===== src/rtl/ws2812_frame_scheduler_if.sv =====
// ----------------------------------------------------------------------------
// ws2812_frame_scheduler_if
//
// Groups the two buses around the frame scheduler: the synchronous pixel buffer
// read port and the load/done link to the WS2812 bit-serializer.
//
// Signals
//   pix_addr  ADDR_W  pixel buffer read address (scheduler -> buffer)
//   pix_data  24      pixel buffer read data, valid the cycle after pix_addr
//   ser_load  1       one-cycle pulse: serializer takes ser_data and starts
//   ser_data  24      colour word, stable from ser_load until ser_done
//   ser_done  1       one-cycle pulse: serializer has sent all 24 bits
//
// Handshake: ser_load and ser_done are single-cycle pulses, not levels. After
// the scheduler pulses ser_load it keeps ser_data unchanged and issues no
// further ser_load until it has seen ser_done. A ser_done that arrives while
// the scheduler is not waiting for one carries no meaning and is dropped.
//
// Modports
//   master  scheduler side (drives address and serializer load)
//   slave   buffer/serializer side
// ----------------------------------------------------------------------------
interface ws2812_frame_scheduler_if #(
  parameter int ADDR_W = 6
) ();
  logic [ADDR_W-1:0] pix_addr;
  logic [23:0]       pix_data;
  logic              ser_load;
  logic [23:0]       ser_data;
  logic              ser_done;

  modport master (
    output pix_addr,
    input  pix_data,
    output ser_load,
    output ser_data,
    input  ser_done
  );

  modport slave (
    input  pix_addr,
    output pix_data,
    input  ser_load,
    input  ser_data,
    output ser_done
  );
endinterface


===== src/rtl/ws2812_frame_scheduler.sv =====
// ----------------------------------------------------------------------------
// ws2812_frame_scheduler
//
// Walks one frame of NUM_LEDS pixels out of a synchronous pixel buffer into the
// WS2812 serializer, one 24-bit word at a time, then holds the line in the
// latch (reset) interval and pulses frame_done. A start that arrives while a
// frame is running is remembered (one deep) and replayed after the frame.
//
// Ports
//   clk         in   system clock
//   reset       in   synchronous, active-high reset; aborts any frame
//   start       in   single-cycle frame request
//   bus         --   pixel buffer + serializer handshake (master modport)
//   latch       out  high during the latch interval (line forced low)
//   busy        out  high in every state except IDLE
//   frame_done  out  one-cycle pulse at the end of a frame
//   error       out  sticky serializer-timeout flag, cleared only by reset
//   dbg_state   out  current FSM state encoding
// ----------------------------------------------------------------------------
module ws2812_frame_scheduler #(
  parameter int NUM_LEDS       = 64,
  parameter int ADDR_W         = 6,
  parameter int LATCH_CYCLES   = 2400,
  parameter int TIMEOUT_CYCLES = 2047
) (
  input  logic                        clk,
  input  logic                        reset,
  input  logic                        start,
  ws2812_frame_scheduler_if.master    bus,
  output logic                        latch,
  output logic                        busy,
  output logic                        frame_done,
  output logic                        error,
  output logic [2:0]                  dbg_state
);

  localparam int TW = $clog2(TIMEOUT_CYCLES + 1);
  localparam int LW = $clog2(LATCH_CYCLES + 1);

  localparam logic [ADDR_W-1:0] LAST_IDX = ADDR_W'(NUM_LEDS - 1);
  localparam logic [TW-1:0]     T_LAST   = TW'(TIMEOUT_CYCLES - 1);
  localparam logic [LW-1:0]     L_LAST   = LW'(LATCH_CYCLES - 1);

  typedef enum logic [2:0] {
    S_IDLE  = 3'd0,
    S_FETCH = 3'd1,
    S_LOAD  = 3'd2,
    S_WAIT  = 3'd3,
    S_LATCH = 3'd4,
    S_DONE  = 3'd5
  } state_t;

  state_t            state;
  logic [ADDR_W-1:0] idx;
  logic [ADDR_W-1:0] pix_addr_q;
  logic              ser_load_q;
  logic [23:0]       ser_data_q;
  logic              pending;
  logic [TW-1:0]     tcnt;
  logic [LW-1:0]     lcnt;

  always_ff @(posedge clk) begin
    if (reset) begin
      state      <= S_IDLE;
      idx        <= '0;
      pix_addr_q <= '0;
      ser_load_q <= 1'b0;
      ser_data_q <= '0;
      pending    <= 1'b0;
      tcnt       <= '0;
      lcnt       <= '0;
      latch      <= 1'b0;
      busy       <= 1'b0;
      frame_done <= 1'b0;
      error      <= 1'b0;
    end else begin
      // Pulse outputs default low; the states below raise them for one cycle.
      ser_load_q <= 1'b0;
      frame_done <= 1'b0;

      // Any start outside IDLE (including the DONE cycle) queues one frame;
      // extra starts fold into the same pending flag.
      if (start && (state != S_IDLE)) begin
        pending <= 1'b1;
      end

      case (state)
        S_IDLE: begin
          if (start || pending) begin
            pending    <= 1'b0;
            idx        <= '0;
            pix_addr_q <= '0;
            busy       <= 1'b1;
            state      <= S_FETCH;
          end
        end

        S_FETCH: begin
          // Address is on the buffer this cycle; its data arrives in LOAD.
          ser_load_q <= 1'b1;
          state      <= S_LOAD;
        end

        S_LOAD: begin
          // Buffer address is unchanged, so the word present now is the one
          // shown to the serializer through the bypass below.
          ser_data_q <= bus.pix_data;
          tcnt       <= '0;
          state      <= S_WAIT;
        end

        S_WAIT: begin
          // ser_done is tested first so that it wins over a coincident
          // timeout expiry.
          if (bus.ser_done) begin
            if (idx == LAST_IDX) begin
              latch <= 1'b1;
              lcnt  <= '0;
              state <= S_LATCH;
            end else begin
              idx        <= idx + 1'b1;
              pix_addr_q <= idx + 1'b1;
              state      <= S_FETCH;
            end
          end else if (tcnt == T_LAST) begin
            // Serializer silent for TIMEOUT_CYCLES: drop the rest of the
            // frame but still run the latch interval so the strip settles.
            error <= 1'b1;
            latch <= 1'b1;
            lcnt  <= '0;
            state <= S_LATCH;
          end else begin
            tcnt <= tcnt + 1'b1;
          end
        end

        S_LATCH: begin
          if (lcnt == L_LAST) begin
            latch      <= 1'b0;
            frame_done <= 1'b1;
            state      <= S_DONE;
          end else begin
            lcnt <= lcnt + 1'b1;
          end
        end

        S_DONE: begin
          busy  <= 1'b0;
          state <= S_IDLE;
        end

        default: begin
          state <= S_IDLE;
        end
      endcase
    end
  end

  assign bus.pix_addr = pix_addr_q;
  assign bus.ser_load = ser_load_q;
  // The buffer answers one cycle after the address, i.e. during LOAD, which
  // is also the ser_load cycle. Pass the read data straight through in LOAD
  // and hold the captured copy for the rest of the pixel.
  assign bus.ser_data = (state == S_LOAD) ? bus.pix_data : ser_data_q;
  assign dbg_state    = state;

endmodule


===== src/flat_wrapper.sv =====
// flat-port wrapper written by rule: the top's interface ports become plain ports
module ws2812_frame_scheduler_flat 
#(
  parameter int NUM_LEDS       = 64,
  parameter int ADDR_W         = 6,
  parameter int LATCH_CYCLES   = 2400,
  parameter int TIMEOUT_CYCLES = 2047
)
  (clk, reset, start, latch, busy, frame_done, error, dbg_state, bus_pix_addr, bus_pix_data, bus_ser_load, bus_ser_data, bus_ser_done);
  ws2812_frame_scheduler_if #(.ADDR_W(ADDR_W)) bus_i ();
  input  logic clk;
  input  logic reset;
  input  logic start;
  output logic latch;
  output logic busy;
  output logic frame_done;
  output logic error;
  output logic [2:0] dbg_state;
  output wire logic [$bits(bus_i.pix_addr)-1:0] bus_pix_addr;
  input wire logic [$bits(bus_i.pix_data)-1:0] bus_pix_data;
  output wire logic [$bits(bus_i.ser_load)-1:0] bus_ser_load;
  output wire logic [$bits(bus_i.ser_data)-1:0] bus_ser_data;
  input wire logic [$bits(bus_i.ser_done)-1:0] bus_ser_done;
  assign bus_pix_addr = bus_i.pix_addr;
  assign bus_i.pix_data = bus_pix_data;
  assign bus_ser_load = bus_i.ser_load;
  assign bus_ser_data = bus_i.ser_data;
  assign bus_i.ser_done = bus_ser_done;
  ws2812_frame_scheduler #(.NUM_LEDS(NUM_LEDS), .ADDR_W(ADDR_W), .LATCH_CYCLES(LATCH_CYCLES), .TIMEOUT_CYCLES(TIMEOUT_CYCLES)) u_core (.clk(clk), .reset(reset), .start(start), .bus(bus_i), .latch(latch), .busy(busy), .frame_done(frame_done), .error(error), .dbg_state(dbg_state));
endmodule

===== config.mk =====
export PLATFORM = sky130hd
export DESIGN_NAME = ws2812_frame_scheduler_flat
export DESIGN_NICKNAME = d
export VERILOG_FILES = /design/src/rtl/ws2812_frame_scheduler_if.sv /design/src/rtl/ws2812_frame_scheduler.sv /design/src/flat_wrapper.sv
export SDC_FILE = /design/constraint.sdc
export NUM_CORES = 1
export LEC_CHECK = 0
export BUFFER_PORTS_ARGS = -buffer_cell sky130_fd_sc_hd__buf_2
export CELL_PAD_IN_SITES_DETAIL_PLACEMENT = 1
export CELL_PAD_IN_SITES_GLOBAL_PLACEMENT = 1
export CORE_ASPECT_RATIO = 1.25
export CORE_UTILIZATION = 36
export DETAILED_ROUTE_END_ITERATION = 7
export GPL_TIMING_DRIVEN = 0
export PLACE_DENSITY = 0.74
export SKIP_LAST_GASP = 1
export SLEW_MARGIN = 20
export SYNTH_ARGS = -nofsm -noshare
export SYNTH_HDL_FRONTEND = slang
export SYNTH_SLANG_ARGS = --single-unit

===== constraint.sdc =====
create_clock -name clk -period 1.8 [get_ports clk]
set_input_delay 0.45 -clock clk [delete_from_list [all_inputs] [get_ports clk]]
set_output_delay 0.45 -clock clk [all_outputs]
set_load 0.01 [all_outputs]

# [Word level (Yosys, flattened, before mapping)]
# Index checks and enable logic that the tools add are counted.
[totals] register_bits=62 in_bits=28
[classes] addsub=3 eq_ne=17 muxes=31 bitwise=2 reduce_logical=16
[op_table] op="12-bit 2-to-1 mux" count=4
[op_table] op="24-bit 2-to-1 mux" count=1
[op_table] op="12-bit one-hot mux with 2 select lines" count=1
[op_table] op="11-bit 2-to-1 mux" count=2
[op_table] op="11-bit one-hot mux with 2 select lines" count=1
[op_table] op="6-bit 2-to-1 mux" count=3
[op_table] op="3-bit 2-to-1 mux" count=5
[op_table] op="3-bit one-hot mux with 5 select lines" count=1
[op_table] op="12-bit by 1-bit adder with 12-bit output, second input constant" count=1
[op_table] op="12-bit == test, second input constant" count=1
[op_table] op="6-bit one-hot mux with 2 select lines" count=1
[op_table] op="4-bit AND reduction" count=3
[op_table] op="11-bit by 1-bit adder with 11-bit output, second input constant" count=1
[op_table] op="11-bit == test, second input constant" count=1
[op_table] op="1-bit 2-to-1 mux" count=10
[op_table] op="2-bit inequality test, second input constant" count=5
[op_table] op="3-bit AND reduction" count=3
[op_table] op="2-bit nonzero test" count=4
[op_table] op="6-bit by 1-bit adder with 6-bit output, second input constant" count=1
[op_table] op="3-bit by 2-bit == test with 1-bit output, second input constant" count=2
[op_table] op="3-bit == test, second input constant" count=2
[op_table] op="6-bit == test, second input constant" count=1
[op_table] op="3-bit by 2-bit inequality test with 1-bit output, second input constant" count=2
[op_table] op="2-bit by 1-bit inequality test with 1-bit output, second input constant" count=2
[op_table] op="other kinds (9)" count=11

# [Longest topological paths before layout]
[logic_depth] depth_word=5 depth_mapped=8

# [Worst setup path before layout]
# Ideal clock, no wire load.
[synth_path] path_kind="flip-flop to output port" from="reg u_core.state[1] (netlist: u_core.dbg_state[1])" to="out bus_ser_data[6]" arrival_ns=1.489 path_slack_ns=-0.139 stages_incl_launch_ff=4 path_buffers=1 path_cell_list="dfxtp_1 -> nor3b_4 -> buf_2 -> mux2_1"
[synth_between] elab_chain_cells=2
[synth_lines] element="start, declared" line_no="ws2812_frame_scheduler.sv:53" text="state_t state;"
[synth_lines] element="start signal, assigned" line_no="ws2812_frame_scheduler.sv:64" text="state <= S_IDLE;"
[synth_lines] element="start signal, assigned" line_no="ws2812_frame_scheduler.sv:94" text="state <= S_FETCH;"
[synth_lines] element="start signal, assigned" line_no="ws2812_frame_scheduler.sv:101" text="state <= S_LOAD;"
[synth_lines] element="3-bit by 2-bit == test with 1-bit output" line_no="ws2812_frame_scheduler.sv:164" text="assign bus.ser_data = (state == S_LOAD) ? bus.pix_data : ser_data_q;"
[synth_lines] element="24-bit 2-to-1 mux" line_no="ws2812_frame_scheduler.sv:164"
[synth_lines] element="end, declared" line_no="flat_wrapper.sv:22" text="output wire logic [$bits(bus_i.ser_data)-1:0] bus_ser_data;"
# Every way passes these cells.

# [Worst setup path after layout]
[layout_path] from="reg u_core.state[2] (netlist: u_core.dbg_state[2])" to="out bus_ser_data[19]"
# The elaborated chain is that of the path after synthesis.

==> results.cfg <==
[layout]
multi_input_area_sq_um = 1690
area_growth_syn_to_layout_pct = 35.1
antenna_cells = 0
fillers = 939
fin_area_sq_um = 3930
drive_above_1_share_pct = 41.4
postLayoutCoreUtil_pct = 50.2
final_cells = 501
regArea_sq_um = 1260
layout.nets = 433

[placed_design]
place.gp.congestion = 0.768
place_area_sq_um = 3370
place_ws_ns = -0.315
dp_cells = 469
dp_hpwl_microns = 5070
port_buffers = 65

[timing]
fin_worst_skew_ns = 0.0142
worst_pin_slew_ns = 0.647
drv_slew = 0
hold_viol_final = 0
slew-limit-headroom_pct = 56.5
whs_ns = 0.459
fin_crit_ns = 2.13
fin_tns_setup_ns = -7.46
setup_viol_count_final = 24
period_share_pct = 118
fin_ws_ns = -0.328
rsz0062_at_grt = yes
fmax_mhz = 470

[min_path]
hp-start = bus_pix_data[8]
hold_path_depth = 3
hold_end = u_core.ser_data_q[8]$_SDFF_PP0_
hold_path_class = in2reg

[worst_setup_path]
cp-end-kind = output port
rrSetupSlack_ns = 0.01
critPathLaunchType = flop
reg2reg_to = u_core.tcnt[5]$_SDFFE_PP0P_
reg2regPathDepth = 8
crit_type = reg2out
r2r-start = u_core.tcnt[0]$_SDFFE_PP0P_
worstPathRequired_ns = 1.35
crit_arrival_ns = 1.68
path_max_fanout = 10

[global_routing]
antenna_found_initial = 0
grt_max_degree = 12
grt_pass1_wl_microns = 12200
grt_pass1_vias = 2577
gr-total-overflow = 0
grtUsageTotal_pct = 19.1

[yosys]
synth_top_family_by_area = simple AND/OR/NAND/NOR gates
synthMuxAreaShare_pct = 10.3
ys_ff_latch = 62
syn_inst = 309
synth-compound-area-share_pct = 10.7
synth_nets = 341
async_reset_ff_share_pct = 0
yosys_warnings = 0
synthAdderAreaFrac_pct = 1.72
avgSynthCellArea_sq_um = 9.42
synthDistinctLibCells = 58
synth-simple-area-share_pct = 27.5
synthFlopType = dfxtp_1
yosys.area_share.xor_xnor_pct = 3.01
synth_edf_count = 0
seq_area_frac_synth_pct = 42.6
synthesis.area_sq_um = 2910

[detailed_routing]
wirelength_microns = 7700
drtIter0Drc = 67
vias = 2615
drc = 0
ant_nets = 0
viasPerCell = 5.22
drtPass1Iterations = 4
wl_per_cell_microns = 15.4

[clocking]
cts_buffer_depth = 2
ctsHoldBuffers = 0
clk-insertion-delay-late_ns = 0.34
numClockSinks = 62
root_buffer = clkbuf_8
htreeDepth = 3
cts_tree = yes
clkTransAtPathRegs_ns = 0.07
cts-buffers-inserted = 9

[status]
status = finished with violations
violations = negative setup slack

[flow_run]
cap_viol_max_count = 0

[die]
initial_core_util_pct = 37.1
boundaryPins = 66
die_area_sq_um = 8450
placementRows = 36
die_x_microns = 82.4
core_area_sq_um = 7840
die_h_microns = 103

[pwr]
peakVddDrop_uv = 470
p_leak_nw = 1.59
power_mw = 3.55
power_density_nw_per_um2 = 902
-- flip-flops by register name, summed over array words and instances, names as in the netlist --
register             cells
u_core.bus.ser_load      1
u_core.busy              1
u_core.dbg_state         3
u_core.error             1
u_core.frame_done        1
u_core.idx               6
u_core.latch             1
u_core.lcnt             12
u_core.pending           1
u_core.ser_data_q       24
u_core.tcnt             11
-- repair_timing --
action / CTS / global route
setup endpoints to repair: 49 / 50
gates resized for setup: 29 / 25
setup buffers: 11 / 6
pin swaps: 6 / 9
-- worst max-delay path by stage --
stage	from	to	slack, ns	depth (start not counted)
finish	u_core.dbg_state[2]$_SDFFE_PP0P_	bus_ser_data[19]	-0.33	5
global route	u_core.dbg_state[2]$_SDFFE_PP0P_	bus_ser_data[12]	-0.41	5
CTS	u_core.dbg_state[2]$_SDFFE_PP0P_	bus_ser_data[7]	-0.34	5
detailed placement	u_core.dbg_state[1]$_SDFFE_PP0P_	bus_ser_data[19]	-0.31	4
global placement	u_core.dbg_state[1]$_SDFFE_PP0P_	bus_ser_data[14]	-0.30	4
floorplan	u_core.dbg_state[1]$_SDFFE_PP0P_	bus_ser_data[6]	-0.00008	3
-- routing by layer --
layer / wire length [microns] / vias up / share of wire (%) / track usage (%)
met5: 0 / - / 0 / 0
met4: 131 / 0 / 1.7 / 7.69
met3: 321 / 12 / 4.2 / 4.78
met2: 3870 / 63 / 50 / 32.4
met1: 3370 / 1247 / 44 / 22.9
li1: - / 1293 / - / -
-- layout make-up --
cell class / count / share of cell area [%]
plain buffers: 14 / 2.77
clock buffers: 11 / 3.85
clock inverters: 5 / 2.07
inverters: 8 / 0.763
multi-input cells: 224 / 43.0
flip-flops and latches: 62 / 32.1
well taps: 95 / 3.02
repair buffers: 82 / 12.4
-- critical path, stage by stage (launching register included) --
cell	delay, ns
dfxtp_4	0.35
nor3b_4	0.20
buf_6	0.16
buf_8	0.14
mux2_2	0.35
buf_2	0.14
-- layout by cell type (no fill, tap or decap), types with 4 or more instances in the layout --
cell type,count
buf_2,62
dfxtp_1,50
nor2_1,29
nor2b_1,25
mux2_2,17
nand2_1,16
nand3_1,15
buf_4,14
clkbuf_8,12
buf_6,10
a21oi_1,10
dfxtp_2,9
nor3_1,8
clkbuf_1,7
inv_1,7
mux2_4,5
xnor2_1,5
nand2b_1,5
xor2_1,5
or3_1,4
-- cell families (layout without fill, tap and decap cells) --
kind of cell    Yosys count  count (layout)
simple gates            139             139
buf+inv                  23             120
fa+ha+maj                 4               4
compound gates           44              44
flops                    62              62
xor+xnor                 10              10
mux                      27              27
-- where the power goes --
group	total (mW)	switching, mW	leakage [nW]	internal (mW)
Clock	1.43	0.573	0.116	0.855
Sequential	1.46	0.0244	0.509	1.43
Combinational	0.665	0.318	0.967	0.347
Total	3.55	0.915	1.59	2.63
-- cells in the mapped netlist (3+ instances only) --
cell,n,area (sq um)
a21oi_1,13,65.1
a311oi_1,3,26.3
a31oi_1,3,18.8
buf_2,4,20.0
clkbuf_1,7,26.3
dfxtp_1,62,1240
ha_1,4,50.1
inv_1,8,30.0
mux2_1,3,33.8
mux2_2,21,236
mux2i_1,3,30.0
nand2_1,17,63.8
nand2b_1,5,31.3
nand3_1,16,80.1
nand4_1,3,18.8
nand4b_1,3,26.3
nor2_1,30,113
nor2b_1,25,156
nor3_1,9,45.0
o21ai_0,3,15.0
o31ai_1,4,30.0
or3_1,4,25.0
or4_1,6,45.0
xnor2_1,5,43.8
xor2_1,5,43.8
No activity file was read; power rests on OpenSTA's default activity.
